===== config.mk =====
export PLATFORM = sky130hd
export DESIGN_NAME = multisim_push_arbiter
export DESIGN_NICKNAME = d
export VERILOG_FILES = /design/src/rtl/multisim_push_arb_pkg.sv /design/src/rtl/multisim_rr_pick.sv /design/src/rtl/multisim_push_arbiter.sv
export SDC_FILE = /design/constraint.sdc
export NUM_CORES = 1
export LEC_CHECK = 0
export BUFFER_PORTS_ARGS = -buffer_cell sky130_fd_sc_hd__buf_4
export CORE_AREA = 2 2 192 194
export DETAILED_ROUTE_END_ITERATION = 16
export DIE_AREA = 0 0 194 196
export PLACE_DENSITY = 0.37
export RECOVER_POWER = 25
export SLEW_MARGIN = 25
export SYNTH_ARGS = -nofsm -noshare
export SYNTH_HDL_FRONTEND = slang
export SYNTH_SLANG_ARGS = --single-unit
export TNS_END_PERCENT = 100

===== constraint.sdc =====
create_clock -name clk -period 2.2 [get_ports clk]
set_clock_uncertainty 0.1 [all_clocks]
set_input_delay 0.44 -clock clk [delete_from_list [all_inputs] [get_ports clk]]
set_output_delay 0.44 -clock clk [all_outputs]
set_load 0.1 [all_outputs]

===== src/rtl/multisim_push_arb_pkg.sv =====
// Shared types and helpers for the multisim push arbiter.
// The statistics counters are built only when MULTISIM_PUSH_ARB_STATS_EN is defined.
package multisim_push_arb_pkg;

  localparam int STAT_WIDTH = 32;
  localparam int PACK_MAX_W = 256;

  typedef enum logic {
    OUT_EMPTY = 1'b0,
    OUT_FULL  = 1'b1
  } out_state_e;

  // Compare before incrementing, so no value ever reaches n. This holds for any n.
  function automatic int unsigned rr_next(input int unsigned ptr, input int unsigned n);
    return (ptr + 32'd1 >= n) ? 32'd0 : ptr + 32'd1;
  endfunction

  // Places the tag directly above the payload. The caller narrows the result to its own width.
  function automatic logic [PACK_MAX_W-1:0] pack_word(input logic [PACK_MAX_W-1:0] tag,
                                                      input logic [PACK_MAX_W-1:0] payload,
                                                      input int unsigned data_width);
    return (tag << data_width) | payload;
  endfunction

endpackage


===== src/rtl/multisim_rr_pick.sv =====
// Combinational round-robin picker. It returns the first active request at or after ptr.
// When it reaches the top index, the search wraps around to index 0.
module multisim_rr_pick
  import multisim_push_arb_pkg::*;
#(
  parameter  int NUM_REQ  = 4,
  localparam int ID_WIDTH = $clog2(NUM_REQ)
) (
  input  logic [NUM_REQ-1:0]  req,
  input  logic [ID_WIDTH-1:0] ptr,
  output logic                grant_vld,
  output logic [ID_WIDTH-1:0] grant_id
);

  int idx;

  always_comb begin
    grant_vld = 1'b0;
    grant_id  = '0;
    idx       = 0;
    for (int k = 0; k < NUM_REQ; k++) begin
      idx = int'(ptr) + k;
      if (idx >= NUM_REQ) idx = idx - NUM_REQ;
      if (!grant_vld && req[idx]) begin
        grant_vld = 1'b1;
        grant_id  = ID_WIDTH'(idx);
      end
    end
  end

endmodule


===== src/rtl/multisim_push_arbiter.sv =====
// Round-robin arbiter that merges NUM_REQ producers into one tagged push channel.
// Define MULTISIM_PUSH_ARB_STATS_EN to enable the grant and stall counters. Otherwise those ports read 0.
module multisim_push_arbiter
  import multisim_push_arb_pkg::*;
#(
  parameter  int NUM_REQ    = 4,
  parameter  int DATA_WIDTH = 64,
  localparam int ID_WIDTH   = $clog2(NUM_REQ),
  localparam int OUT_WIDTH  = DATA_WIDTH + ID_WIDTH
) (
  input  logic                          clk,
  input  logic                          rst_n,
  input  logic [NUM_REQ-1:0]            req_vld,
  output logic [NUM_REQ-1:0]            req_rdy,
  input  logic [NUM_REQ*DATA_WIDTH-1:0] req_data,
  output logic                          out_vld,
  input  logic                          out_rdy,
  output logic [OUT_WIDTH-1:0]          out_data,
  output logic [NUM_REQ*32-1:0]         stat_grants,
  output logic [31:0]                   stat_stall
);

  // Handshake: a word moves on any edge where valid and ready are both high. Valid never waits on ready.
  out_state_e            state_q, state_d;
  logic [OUT_WIDTH-1:0]  out_data_q, out_data_d;
  logic [ID_WIDTH-1:0]   ptr_q, ptr_d;
  logic                  grant_vld;
  logic [ID_WIDTH-1:0]   grant_id;
  logic                  load_ok;
  logic                  load;

  multisim_rr_pick #(.NUM_REQ(NUM_REQ)) u_pick (
    .req       (req_vld),
    .ptr       (ptr_q),
    .grant_vld (grant_vld),
    .grant_id  (grant_id)
  );

  assign out_vld  = (state_q == OUT_FULL);
  assign out_data = out_data_q;

  always_comb begin
    load_ok    = (state_q == OUT_EMPTY) || out_rdy;
    load       = rst_n && grant_vld && load_ok;
    req_rdy    = '0;
    state_d    = state_q;
    out_data_d = out_data_q;
    ptr_d      = ptr_q;
    // Gate with rst_n so that no handshake can complete while reset is held.
    if (rst_n && grant_vld) req_rdy[grant_id] = load_ok;
    if (load) begin
      state_d    = OUT_FULL;
      out_data_d = OUT_WIDTH'(pack_word(PACK_MAX_W'(grant_id),
                     PACK_MAX_W'(req_data[int'(grant_id)*DATA_WIDTH +: DATA_WIDTH]),
                     DATA_WIDTH));
      ptr_d      = ID_WIDTH'(rr_next(32'(grant_id), NUM_REQ));
    end else if (state_q == OUT_FULL && out_rdy) begin
      state_d = OUT_EMPTY;
    end
  end

  always_ff @(posedge clk) begin
    if (!rst_n) begin
      state_q    <= OUT_EMPTY;
      out_data_q <= '0;
      ptr_q      <= '0;
    end else begin
      state_q    <= state_d;
      out_data_q <= out_data_d;
      ptr_q      <= ptr_d;
    end
  end

`ifdef MULTISIM_PUSH_ARB_STATS_EN
  logic [STAT_WIDTH-1:0] grants_q [NUM_REQ];
  logic [STAT_WIDTH-1:0] grants_d [NUM_REQ];
  logic [STAT_WIDTH-1:0] stall_q, stall_d;

  always_comb begin
    stall_d = stall_q;
    if (state_q == OUT_FULL && !out_rdy && stall_q != '1) stall_d = stall_q + 1'b1;
    for (int i = 0; i < NUM_REQ; i++) begin
      grants_d[i] = grants_q[i];
      if (load && grant_id == ID_WIDTH'(i) && grants_q[i] != '1)
        grants_d[i] = grants_q[i] + 1'b1;
    end
  end

  always_ff @(posedge clk) begin
    if (!rst_n) begin
      stall_q <= '0;
      for (int i = 0; i < NUM_REQ; i++) grants_q[i] <= '0;
    end else begin
      stall_q <= stall_d;
      for (int i = 0; i < NUM_REQ; i++) grants_q[i] <= grants_d[i];
    end
  end

  assign stat_stall = stall_q;
  for (genvar g = 0; g < NUM_REQ; g++) begin : g_stat
    assign stat_grants[g*32 +: 32] = grants_q[g];
  end
`else
  assign stat_grants = '0;
  assign stat_stall  = '0;
`endif

endmodule

# --- Word-level counts from Yosys, hierarchy flattened ---
# Index checks and enable logic that the tools add are counted.
word_totals:
  register_bits: 69
  out_inout_bits: 231
  word_cells: 68
classes:
  n_addsub: 8
  n_lt_le_gt_ge: 11
  shifts: 1
  mux: 30
  bitwise: 3
  n_reduce_logical: 12
ops:
  columns: ["operator", "count"]
  rows:
  - ["$shiftx A256 B9 Y64", 1]
  - ["$lt A32 B4 Y1 const B", 4]
  - ["$mux W32", 4]
  - ["$ge A32 B4 Y1 const B", 3]
  - ["$sub A32 B4 Y32 const B", 3]
  - ["$or A66 B64 Y66", 1]
  - ["$mux W1", 15]
  - ["$mux W2", 5]
  - ["$bmux W1 S2", 4]
  - ["$logic_and A1 B1 Y1", 7]
  - ["$add A2 B1 Y3 const B", 2]
  - ["$add A2 B2 Y3 const B", 2]
  - ["$and A4 B4 Y4", 1]
  - ["$mux W4", 1]
  - ["$sub A2 B3 Y4 const B", 1]
  - ["$ge A2 B3 Y1 const B", 1]
  - ["$ge A3 B3 Y1 const B", 1]
  - ["$logic_not A1 Y1", 3]
  - ["$lt A2 B3 Y1 const B", 1]
  - ["$demux W1 S2", 1]
  - ["$ge A2 B1 Y1 const B", 1]
  - ["$reduce_bool A2 Y1", 1]
  - ["$logic_or A1 B1 Y1", 1]
  - ["$not A1 Y1", 1]

# --- Depth between registers and ports, before layout ---
logic_depth:
  depth_word: 21
  mapped_depth: 8
  depth_no_buf: 6

# --- Modules after synthesis ---
# A second synthesis with hierarchy kept.
hier_totals:
  cells_unflattened: 577
  area_unflattened_um2: 5444.0
modules_own_cells:
  columns: ["mod", "n_inst", "cells_per_inst", "area_each_um2"]
  rows:
  - ["multisim_push_arbiter", 1, 562, 5366.4]
  - ["multisim_rr_pick", 1, 15, 77.6]

# --- Least setup slack after synthesis ---
# Ideal clock, no wire load.
synth_timing:
  kind: "register -> output"
  from: "reg state_q, in the netlist out_vld"
  to: "out req_rdy[2]"
  arrival_ns: 3.322
  t_required_ns: 1.660
  setup_slack_ns: -1.662
  stages_incl_launch_ff: 6
  n_path_buf: 1
  path_cell_list: "dfxtp_1 -> nand2b_1 -> and3b_1 -> buf_4 -> o21ai_0 -> nor3_1"
synth_between:
  elab_chain_cells: 4
synth_lines:
  columns: ["element", "line_no", "source"]
  rows:
  - ["start, declared", "multisim_push_arbiter.sv:24", "out_state_e state_q, state_d;"]
  - ["start signal, assigned", "multisim_push_arbiter.sv:68", "state_q <= state_d;"]
  - ["$not A1 Y1", "multisim_push_arbiter.sv:43", "load_ok = (state_q == OUT_EMPTY) || out_rdy;"]
  - ["$logic_or A1 B1 Y1", "multisim_push_arbiter.sv:43", null]
  - ["$and A4 B4 Y4 (no line)", null, null]
  - ["$mux W4", "multisim_push_arbiter.sv:50", "if (rst_n && grant_vld) req_rdy[grant_id] = load_ok;"]
  - ["end, declared", "multisim_push_arbiter.sv:14", "output logic [NUM_REQ-1:0] req_rdy,"]
# Every way passes these cells.

# --- Worst setup path after layout ---
layout_timing:
  from: "reg ptr_q[1]"
  to: "out req_rdy[3]"
layout_between:
  elab_chain_cells: 21
layout_lines:
  columns: ["element", "line_no", "source"]
  rows:
  - ["start, declared", "multisim_push_arbiter.sv:26", "logic [ID_WIDTH-1:0] ptr_q, ptr_d;"]
  - ["start signal, assigned", "multisim_push_arbiter.sv:70", "ptr_q <= ptr_d;"]
  - ["parallel branches: the longest is 20 deep, another holds $sub A32 B4 Y32", null, null]
  - ["$mux W4 *", "multisim_push_arbiter.sv:50", null]
# Mark *: on every way between the ends. The select of a mux whose other input is x is not followed.

==> flow_summary.yaml <==
detailed_routing:
  met3WireLength_um: 2335
  first_pass_iters: 4
  dr.max_layer_used: "met4"
  ant_nets: 0
  met1_length_um: 9241
  drt-vias-per-instance: 3.783
  wl_um: 25290
  drc: 0
  met2_length_um: 13210
  vias: 6071
  drtIter0Drc: 125
  wl_per_cell_um: 15.76
sta:
  max_freq_mhz: 432.8
  fin_crit_ns: 2.311
  relSlewSlack: 0.6220
  rsz0062_at_grt: "yes"
  finalHoldViolCount: 0
  fin_crit_sh: 1.050
  report.final.setup_viol: 29
  slew_violations: 0
  setup_slack_ns: -0.1106
  worst_pin_slew_ns: 0.5694
synth:
  synthArstFlopShare: 0
  synth_top_area_frac: 0.2629
  synth_warnings: 0
  synth_ff_type: "dfxtp_1"
  synth_edf_count: 0
  synth_seq_cells: 69
  yosysUniqueCellTypes: 28
  syn_area_mm2: 0.005254
  synth_top_area_cell: "dfxtp_1"
  avgSynthCellArea_um2: 6.859
  seq_area_frac_synth: 0.2629
  netlist_instances: 766
  synth_area_leaders: "dfxtp_1 26%, buf_4 23%, nand2_1 19%, a21oi_1 12%, a211o_1 11%"
hold_path:
  min_path_type: "in2reg"
  hold_path_depth: 2
floorplan:
  coreArea_mm2: 0.03608
  initial_core_util: 0.1456
  chipWidth_um: 194
  io_pins: 494
  die_h_um: 196
  rows: 70
  die_area_mm2: 0.03802
pwr:
  irDropWorstVdd_mv: 0.4873
  p_comb_frac: 0.651
  cell_internal_pwr_mw: 4.381
  power_leakage_nw: 4.919
  clkPwrFrac: 0.175
  power_density_mw_per_mm2: 1097
  power_frac_seq: 0.173
  switching_share: 0.5655
  switchingPower_mw: 5.701
worst_setup_path:
  worstRegToRegCells: 11
  start_kind: "flip-flop"
  cp_data_arrival_time_ns: 1.77
  cp-end-kind: "primary output"
  crit_type: "reg2out"
  cp.required_ns: 1.66
  cp_max_fo: 5
clocking:
  clock-root-buffer: "clkbuf_16"
  clock-sinks: 69
  cts_buffers: 9
  h-tree-depth: 3
  cts_hold_buffers: 0
  worstSkewPairLatency_ns: 0.35
  cts_tree: "built"
  clk_pin_slew_ns: 0.06
  clockBufferDepth: 2
final_layout:
  nets: 1397
  layout_common_cells: "340 x buf_4, 226 x nand2_1, 160 x conb_1"
  num_antenna_cells: 0
  drive_above_1_share: 0.4459
  instances_no_fill: 1605
  mostFrequentLayoutCell: "buf_4"
  area_growth_pct: 74.85
  finish.utilization: 0.2546
  fill_cells: 4004
global_route:
  grt_pass1_wl_um: 33800
  grt_remaining_overflow: 0
  grt_usage: 0.1171
  grt_max_degree: 47
  antenna_found_initial: 0
  grt_pass1_vias: 5707
placement:
  io_buffers: 333
  gp_congestion: 0.7750
  place_hpwl_um: 18050
  dpl.cell_count: 1561
flow_run:
  maxCapViolations: 0
status:
  violations: "setup timing"
  outcome: "finished with violations"
[repair_timing]
action,4_1_cts,5_1_grt
cloned,0,11
setup buffers,11,9
endpoints found under the setup margin,4,63
pin swaps,5,22
resized for setup,21,103
[per-stage QoR]
step | TNS, ns | cell area (µm²) | power (mW) | setup WS (ns) | hold slack [ns]
2_1_floorplan | -0.1985 | 5931 | 6.453 | -0.1272 | 0.3762
3_3_place_gp | -2.707 | 8035 | 7.753 | -0.08665 | 0.3354
3_5_place_dp | -4.359 | 8035 | 7.742 | -0.1028 | 0.3415
4_1_cts | -0.5621 | 8542 | 9.681 | -0.1252 | 0.2566
5_1_grt | -3.748 | 9186 | 10.53 | -0.1764 | 0.2746
6_report | -1.047 | 9186 | 10.08 | -0.1106 | 0.2787
[cells in the mapped netlist, types with 2 or more instances]
cell type	instances
dfxtp_1	69
nand2b_1	3
buf_6	5
or3b_1	2
buf_2	14
a211o_1	64
nand2_1	266
a21oi_1	130
buf_4	164
o21ai_0	3
clkbuf_1	26
nor2_1	4
[power groups by stage]
stage	clock network [mW]	registers, mW	logic (mW)
4_1_cts	1.86	1.75	6.07
6_report	1.77	1.75	6.57
2_1_floorplan	0	3.87	2.58
3_5_place_dp	0	1.77	5.97
3_3_place_gp	0	1.77	5.99
5_1_grt	1.88	1.78	6.86
[worst paths after layout]
| check | startpoint | end | slack, ns |
|---|---|---|---|
| setup / recovery | ptr_q[1] | req_rdy[3] | -0.11 |
| hold / removal | rst_n | out_vld | 0.28 |
| setup reg to reg | ptr_q[1] | out_data[26] | -0.07 |
| hold reg to reg | out_data[64] | out_data[64] | 0.35 |
[area by class of cell]
class	count	area (µm²)	share of cell area
Clock buffer	9	225.2	0.02452
Clock inverter	6	112.6	0.01226
Inverter	2	10.01	0.001090
Multi-Input combinational cell	645	3406	0.3707
Sequential cell	69	1389	0.1512
Tap cell	468	585.6	0.06374
Timing Repair Buffer	406	3458	0.3765
[sequential cells by signal, indices dropped and copies added (netlist names)]
register  count
out_data     66
ptr_q         2
out_vld       1
[worst max-delay path, cell delays in order (launching register included)]
cell,delay [ns]
dfxtp_4,0.37
or3b_4,0.44
o221ai_4,0.10
inv_4,0.06
ha_4,0.15
and2_4,0.13
buf_12,0.16
[cell families after synthesis]
family | synth area share
AND/OR/NAND/NOR | 0.2098
adder cells (fa/ha/maj) | 0.002381
multiplexers | 0.001905
flip-flops | 0.2629
other | 0.0007138
buffers and inverters | 0.2784
AO/OA/AOI/OAI | 0.2439
[metal layers]
metal / GRT usage / up-vias
met3: 0.04642 / 19
met4: 0.03058 / 0
li1: - / 2958
met1: 0.1215 / 2786
met2: 0.2184 / 308
met5: 0 / -
No activity file was read; power rests on OpenSTA's default activity.
